--- config.mk ---
export PLATFORM = sky130hd
export DESIGN_NAME = ldst_ctrl_flat
export DESIGN_NICKNAME = d
export VERILOG_FILES = /design/src/rtl/ldst_ctrl_pkg.sv /design/src/rtl/ldst_ctrl_if.sv /design/src/rtl/ldst_ctrl_delay_line.sv /design/src/rtl/ldst_ctrl.sv /design/src/flat_wrapper.sv
export SDC_FILE = /design/constraint.sdc
export NUM_CORES = 1
export LEC_CHECK = 0
export ABC_AREA = 1
export CAP_MARGIN = 25
export CORE_ASPECT_RATIO = 1.5
export CORE_MARGIN = 8
export CORE_UTILIZATION = 35
export DETAILED_ROUTE_END_ITERATION = 10
export PLACE_DENSITY = 0.65
export SYNTH_ARGS = -nofsm -noshare
export SYNTH_HDL_FRONTEND = slang
export SYNTH_SLANG_ARGS = --single-unit
export TNS_END_PERCENT = 100
--- constraint.sdc ---
create_clock -name Clk -period 1.75 [get_ports Clk]
set_input_delay 0.35 -clock Clk [delete_from_list [all_inputs] [get_ports Clk]]
set_output_delay 0.35 -clock Clk [all_outputs]
set_load 0.03 [all_outputs]
--- src/rtl/ldst_ctrl_pkg.sv ---
// ldst_ctrl_pkg: shared widths, store latency and FSM state encoding for the load/store controller
package ldst_ctrl_pkg;
    localparam int DWIDTH     = 32;
    localparam int BUF_AWIDTH = 10;
    localparam int CNT_WIDTH  = 16;
    localparam int STORE_LAT  = 4;
    localparam logic [1:0] IDLE  = 2'd0;
    localparam logic [1:0] RUN   = 2'd1;
    localparam logic [1:0] DRAIN = 2'd2;
    localparam logic [1:0] DONE  = 2'd3;
endpackage

--- src/rtl/ldst_ctrl_if.sv ---
// ldst_ctrl_if: run control, buffer and PE data signals of the load/store controller
interface ldst_ctrl_if #(
    parameter int DWIDTH     = ldst_ctrl_pkg::DWIDTH,
    parameter int BUF_AWIDTH = ldst_ctrl_pkg::BUF_AWIDTH,
    parameter int CNT_WIDTH  = ldst_ctrl_pkg::CNT_WIDTH
);
    logic                  Start;
    logic [CNT_WIDTH-1:0]  Run_Len;
    logic                  PE_Array_Busy;
    logic                  Done;
    logic                  In_Buf_Rd_En;
    logic [BUF_AWIDTH-1:0] In_Buf_Addr;
    logic [DWIDTH-1:0]     In_Buf_Dout;
    logic [DWIDTH-1:0]     PE_Load;
    logic [DWIDTH-1:0]     PE_Store;
    logic                  Out_Buf_Wr_En;
    logic [BUF_AWIDTH-1:0] Out_Buf_Addr;
    logic [DWIDTH-1:0]     Out_Buf_Din;
    modport master (
        input  Start, Run_Len, In_Buf_Dout, PE_Store,
        output PE_Array_Busy, Done, In_Buf_Rd_En, In_Buf_Addr, PE_Load,
               Out_Buf_Wr_En, Out_Buf_Addr, Out_Buf_Din
    );
    modport slave (
        output Start, Run_Len, In_Buf_Dout, PE_Store,
        input  PE_Array_Busy, Done, In_Buf_Rd_En, In_Buf_Addr, PE_Load,
               Out_Buf_Wr_En, Out_Buf_Addr, Out_Buf_Din
    );
endinterface

--- src/rtl/ldst_ctrl_delay_line.sv ---
// delay_line: 1-bit shift register delaying d by DEPTH clock cycles
module delay_line #(
    parameter int DEPTH = 4
) (
    input  logic Clk,
    input  logic Resetn,
    input  logic d,
    output logic q
);
    logic [DEPTH-1:0] sr;
    always_ff @(posedge Clk or negedge Resetn)
        if (!Resetn) sr <= '0;
        else sr <= DEPTH'({sr, d});
    assign q = sr[DEPTH-1];
endmodule

--- src/rtl/ldst_ctrl.sv ---
// ldst_ctrl: streams Run_Len words from the input buffer to the PE and PE results back to the output buffer
import ldst_ctrl_pkg::*;
module ldst_ctrl #(
    parameter int DWIDTH     = ldst_ctrl_pkg::DWIDTH,
    parameter int BUF_AWIDTH = ldst_ctrl_pkg::BUF_AWIDTH,
    parameter int CNT_WIDTH  = ldst_ctrl_pkg::CNT_WIDTH,
    parameter int STORE_LAT  = ldst_ctrl_pkg::STORE_LAT
) (
    input logic         Clk,
    input logic         Resetn,
    ldst_ctrl_if.master bus
);
    logic [1:0]           state, nxt;
    logic [CNT_WIDTH-1:0] len, rd_cnt, wr_cnt;
    logic [DWIDTH-1:0]    load_q;
    logic                 busy, rd_vld, done, wr_en;
    // zero-length runs pass through DRAIN so Done lands two cycles after Start
    always_comb
        nxt = state == IDLE  ? (bus.Start ? (|bus.Run_Len ? RUN : DRAIN) : IDLE) :
              state == RUN   ? (rd_cnt == len - CNT_WIDTH'(1) ? DRAIN : RUN) :
              state == DRAIN ? (wr_cnt + CNT_WIDTH'(wr_en) == len ? DONE : DRAIN) : IDLE;
    always_ff @(posedge Clk or negedge Resetn)
        if (!Resetn) begin
            state  <= IDLE;
            len    <= '0;
            rd_cnt <= '0;
            wr_cnt <= '0;
            load_q <= '0;
            busy   <= 1'b0;
            rd_vld <= 1'b0;
            done   <= 1'b0;
        end else begin
            state  <= nxt;
            busy   <= nxt == RUN;
            done   <= nxt == DONE;
            rd_vld <= busy;
            if (rd_vld) load_q <= bus.In_Buf_Dout;
            if (state == IDLE && bus.Start) begin
                len    <= bus.Run_Len;
                rd_cnt <= '0;
                wr_cnt <= '0;
            end else begin
                if (state == RUN) rd_cnt <= rd_cnt + CNT_WIDTH'(1);
                if (wr_en) wr_cnt <= wr_cnt + CNT_WIDTH'(1);
            end
        end
    delay_line #(.DEPTH(STORE_LAT)) u_store_vld (.Clk(Clk), .Resetn(Resetn), .d(busy), .q(wr_en));
    assign bus.PE_Array_Busy = busy;
    assign bus.In_Buf_Rd_En  = busy;
    assign bus.In_Buf_Addr   = rd_cnt[BUF_AWIDTH-1:0];
    assign bus.PE_Load       = load_q;
    assign bus.Done          = done;
    assign bus.Out_Buf_Wr_En = wr_en;
    assign bus.Out_Buf_Addr  = wr_cnt[BUF_AWIDTH-1:0];
    assign bus.Out_Buf_Din   = bus.PE_Store;
endmodule

--- src/flat_wrapper.sv ---
// flat-port wrapper written by rule: the top's interface ports become plain ports
module ldst_ctrl_flat 
#(
    parameter int DWIDTH     = ldst_ctrl_pkg::DWIDTH,
    parameter int BUF_AWIDTH = ldst_ctrl_pkg::BUF_AWIDTH,
    parameter int CNT_WIDTH  = ldst_ctrl_pkg::CNT_WIDTH,
    parameter int STORE_LAT  = ldst_ctrl_pkg::STORE_LAT
)
  (Clk, Resetn, bus_Start, bus_Run_Len, bus_In_Buf_Dout, bus_PE_Store, bus_PE_Array_Busy, bus_Done, bus_In_Buf_Rd_En, bus_In_Buf_Addr, bus_PE_Load, bus_Out_Buf_Wr_En, bus_Out_Buf_Addr, bus_Out_Buf_Din);
  ldst_ctrl_if #(.DWIDTH(DWIDTH), .BUF_AWIDTH(BUF_AWIDTH), .CNT_WIDTH(CNT_WIDTH)) bus_i ();
  input logic Clk;
  input logic Resetn;
  input wire logic [$bits(bus_i.Start)-1:0] bus_Start;
  input wire logic [$bits(bus_i.Run_Len)-1:0] bus_Run_Len;
  input wire logic [$bits(bus_i.In_Buf_Dout)-1:0] bus_In_Buf_Dout;
  input wire logic [$bits(bus_i.PE_Store)-1:0] bus_PE_Store;
  output wire logic [$bits(bus_i.PE_Array_Busy)-1:0] bus_PE_Array_Busy;
  output wire logic [$bits(bus_i.Done)-1:0] bus_Done;
  output wire logic [$bits(bus_i.In_Buf_Rd_En)-1:0] bus_In_Buf_Rd_En;
  output wire logic [$bits(bus_i.In_Buf_Addr)-1:0] bus_In_Buf_Addr;
  output wire logic [$bits(bus_i.PE_Load)-1:0] bus_PE_Load;
  output wire logic [$bits(bus_i.Out_Buf_Wr_En)-1:0] bus_Out_Buf_Wr_En;
  output wire logic [$bits(bus_i.Out_Buf_Addr)-1:0] bus_Out_Buf_Addr;
  output wire logic [$bits(bus_i.Out_Buf_Din)-1:0] bus_Out_Buf_Din;
  assign bus_i.Start = bus_Start;
  assign bus_i.Run_Len = bus_Run_Len;
  assign bus_i.In_Buf_Dout = bus_In_Buf_Dout;
  assign bus_i.PE_Store = bus_PE_Store;
  assign bus_PE_Array_Busy = bus_i.PE_Array_Busy;
  assign bus_Done = bus_i.Done;
  assign bus_In_Buf_Rd_En = bus_i.In_Buf_Rd_En;
  assign bus_In_Buf_Addr = bus_i.In_Buf_Addr;
  assign bus_PE_Load = bus_i.PE_Load;
  assign bus_Out_Buf_Wr_En = bus_i.Out_Buf_Wr_En;
  assign bus_Out_Buf_Addr = bus_i.Out_Buf_Addr;
  assign bus_Out_Buf_Din = bus_i.Out_Buf_Din;
  ldst_ctrl #(.DWIDTH(DWIDTH), .BUF_AWIDTH(BUF_AWIDTH), .CNT_WIDTH(CNT_WIDTH), .STORE_LAT(STORE_LAT)) u_core (.Clk(Clk), .Resetn(Resetn), .bus(bus_i));
endmodule
==> results of run 1 <==
==> flip-flops by register name, indices dropped and copies added, names as in the netlist <==
name	cells
u_core.len	16
u_core.bus.PE_Load	32
u_core.bus.In_Buf_Rd_En	1
u_core.rd_cnt	16
u_core.wr_cnt	16
u_core.state	2
u_core.bus.Done	1
u_core.u_store_vld.sr	4
==> worst max-delay path, stage by stage (launching register included) <==
cell	delay (ps)
dfrtp_1	400
ha_4	180
inv_1	70
nor2_4	150
buf_4	130
xor2_1	210
nand2_1	90
nor4_2	270
buf_4	150
nand4_1	80
nor2_1	120
==> repair_timing <==
action | 4_1_cts | 5_1_grt
pin swaps | 9 | 28
setup endpoints to repair | 39 | 40
resized for setup | 56 | 103
hold buffers | 1 | 0
hold endpoints to repair | 31 | 0
buffers inserted | 1 | 13
cloned | 1 | 0
==> synth_stat cells, drive strengths merged <==
master / n / share of area, %
o21bai: 1 / 0.14
nor4: 3 / 0.34
nand3: 37 / 3.8
ha: 5 / 1.1
clkinv: 1 / 0.091
clkbuf: 8 / 0.55
a32o: 1 / 0.18
a22oi: 1 / 0.14
o22ai: 2 / 0.23
and3: 2 / 0.23
or2: 1 / 0.11
xor2: 14 / 2.2
a211oi: 1 / 0.14
nand4: 18 / 2.1
nand3b: 7 / 0.96
buf: 58 / 7.7
o221ai: 1 / 0.16
nor3b: 1 / 0.14
o21ai: 43 / 3.9
a31oi: 2 / 0.23
o21a: 2 / 0.27
o31ai: 1 / 0.14
nand2: 168 / 12
mux2: 35 / 7.2
inv: 89 / 6.1
nor3: 6 / 0.64
nor2: 80 / 6.1
dfrtp: 88 / 40
a21oi: 13 / 1.2
xnor2: 14 / 2.2
==> per-layer routing <==
| metal | vias to the layer above | GRT usage [%] | share of wire, % |
|---|---|---|---|
| li1 | 2492 | - | - |
| met1 | 2350 | 14.5 | 36 |
| met2 | 151 | 29.4 | 54 |
| met3 | 45 | 4.50 | 6.7 |
| met4 | 0 | 9.00 | 3.9 |
| met5 | - | 0 | 0 |
==> stage by stage <==
step | total power [µW] | utilization [%]
floorplan | 7850 | -
global placement | 10300 | 45.5
detailed placement | 10400 | 45.5
CTS | 12300 | 47.8
global route | 13700 | 50.6
finish | 12800 | 50.6
==> power groups by stage <==
stage / logic (µW) / registers, µW / clock network, µW
after floorplan: 4100 / 3750 / 0
after global placement: 6940 / 3360 / 0
after detailed placement: 7010 / 3380 / 0
after CTS: 7020 / 3350 / 1910
after global routing: 8260 / 3520 / 1960
final: 7530 / 3420 / 1850
==> worst paths after layout <==
path | from | to | slack, ps
setup / recovery | u_core.wr_cnt[0] | u_core.bus.Done | -180
hold / removal | u_core.u_store_vld.sr[2] | u_core.u_store_vld.sr[3] | 350
setup reg to reg | u_core.wr_cnt[0] | u_core.bus.Done | -180
hold reg to reg | u_core.u_store_vld.sr[2] | u_core.u_store_vld.sr[3] | 350
max in group asynchronous | Resetn | u_core.rd_cnt[6] | 660
min in group asynchronous | Resetn | u_core.u_store_vld.sr[1] | 500
==> cells by family after synthesis <==
family	Yosys count
mux	35
fa+ha+maj	5
simple gates	323
compound gates	68
buf+inv	156
flops	88
xor+xnor	28
==> layout make-up <==
class                      count  share of cell area (%)
timing repair buffer         201                    23.9
multi-input combinational    460                    36.7
tap                          203                    3.24
inverter                      90                    4.36
clock buffer                   9                    2.88
sequential                    88                    28.2
clock inverter                 7                   0.687
==> out/metrics.cfg, run 1 <==
[pwr]
p_per_area_nw_per_um2=1630
p_seq_share_pct=26.7
power_frac_comb_pct=58.9
peakVddDrop_mv=0.720
power.share.switching_pct=45.2
p_leak_uw=0.00390
clock_power_share_pct=14.4
switching_power_uw=5780
p_int_uw=7020

[worst_setup_path]
path_class=flop to flop
cp-start-kind=flop
r2r.worst_path.cells=10
worst-path-max-fanout=3
crit_path_end_kind=flop
arrival_ps=2200
worstPathRequired_ps=2020

[placed_design]
dp_hpwl_um=12100
place_worst_setup_slack_ps=-162
dp.cells=1028
placed_area_um2=7040
io_buffers=106
place_congestion=0.925

[timing]
layout_worst_path_cycle_share_pct=110
rsz0062_at_grt=true
finClkSkew_ps=12.8
tns_ps=-597
fmax_mhz=519
slew_headroom_pct=70.0
worst_slew_pin_slew_ps=450
hold_ws_ps=355
period_minus_slack_ps=1930
setup_ws_ps=-177
finalHoldViolCount=0
finalSetupViolCount=9
maxSlewViolCount=0

[detailed_routing]
first_pass_iters=5
wl_um=15500
via_per_inst=4.76
wl_per_cell_um=14.7
antenna_left=0
vias=5038
drt_iter0_drc=230
remaining_drc_errors=0

[final_layout]
final_cells=1058
antenna_cells=0
multiInputGateArea_um2=2870
nNetsFinal=938
fin_area_um2=7830
drive_gt1_share_pct=28.2
final_cell_mix=nand2_1, buf_4, dfrtp_1
syn2layout_area_growth_pct=42.6
fillers=1447
layout_commonest_cell=nand2_1
seq_area_um2=2210

[synthesis]
synth-simple-area-share_pct=26.0
synth_compound_area_share_pct=6.72
syn_avg_cell_area_um2=7.81
synth-xor-area-share_pct=4.46
syn_nets=791
synthDistinctLibCells=41
synthMuxAreaShare_pct=7.18
synthAdderAreaFrac_pct=1.14
synth-seq-area-share_pct=40.1
synthCells=703
yosys_warnings=0
synth_top_family_by_area=simple AND/OR/NAND/NOR gates
synth_seq_cells=88
synth_area_um2=5490

[die]
die_h_um=169
start_util_pct=35.5
num_rows=56
ios=171
dieArea_um2=20000
coreArea_um2=15500
die_x_um=118

[cts]
cts_made_buffers=9
cts_tree=built
clkLatencyLatePin_ps=350
clk_pin_slew_ps=70
cts_buffer_depth=2
cts-root-buf=clkbuf_16
htreeDepth=3
cts_sinks=88

[global_route]
grt_pass1_vias=5253
grt_overflow_total=0
grt_pass1_wl_um=24800
grt_max_degree=38
antenna_found_initial=0
grt_use_total_pct=15.5

[min_path]
hold_class=flop to flop
holdPathStages=0

[run_status]
outcome=finished with violations
violations=negative setup slack

[run]
drv_cap=0

Note: power is estimated with default switching activity, not from simulation.
==> inputs of run 2 (changes only) <==
--- a/config.mk
+++ b/config.mk
@@ -12,6 +12,7 @@
 export CORE_UTILIZATION = 35
 export DETAILED_ROUTE_END_ITERATION = 10
 export PLACE_DENSITY = 0.65
+export SLEW_MARGIN = 20
 export SYNTH_ARGS = -nofsm -noshare
 export SYNTH_HDL_FRONTEND = slang
 export SYNTH_SLANG_ARGS = --single-unit
==> results of run 2 <==
Final layout, timing and power as in run 1 (identical DEF).
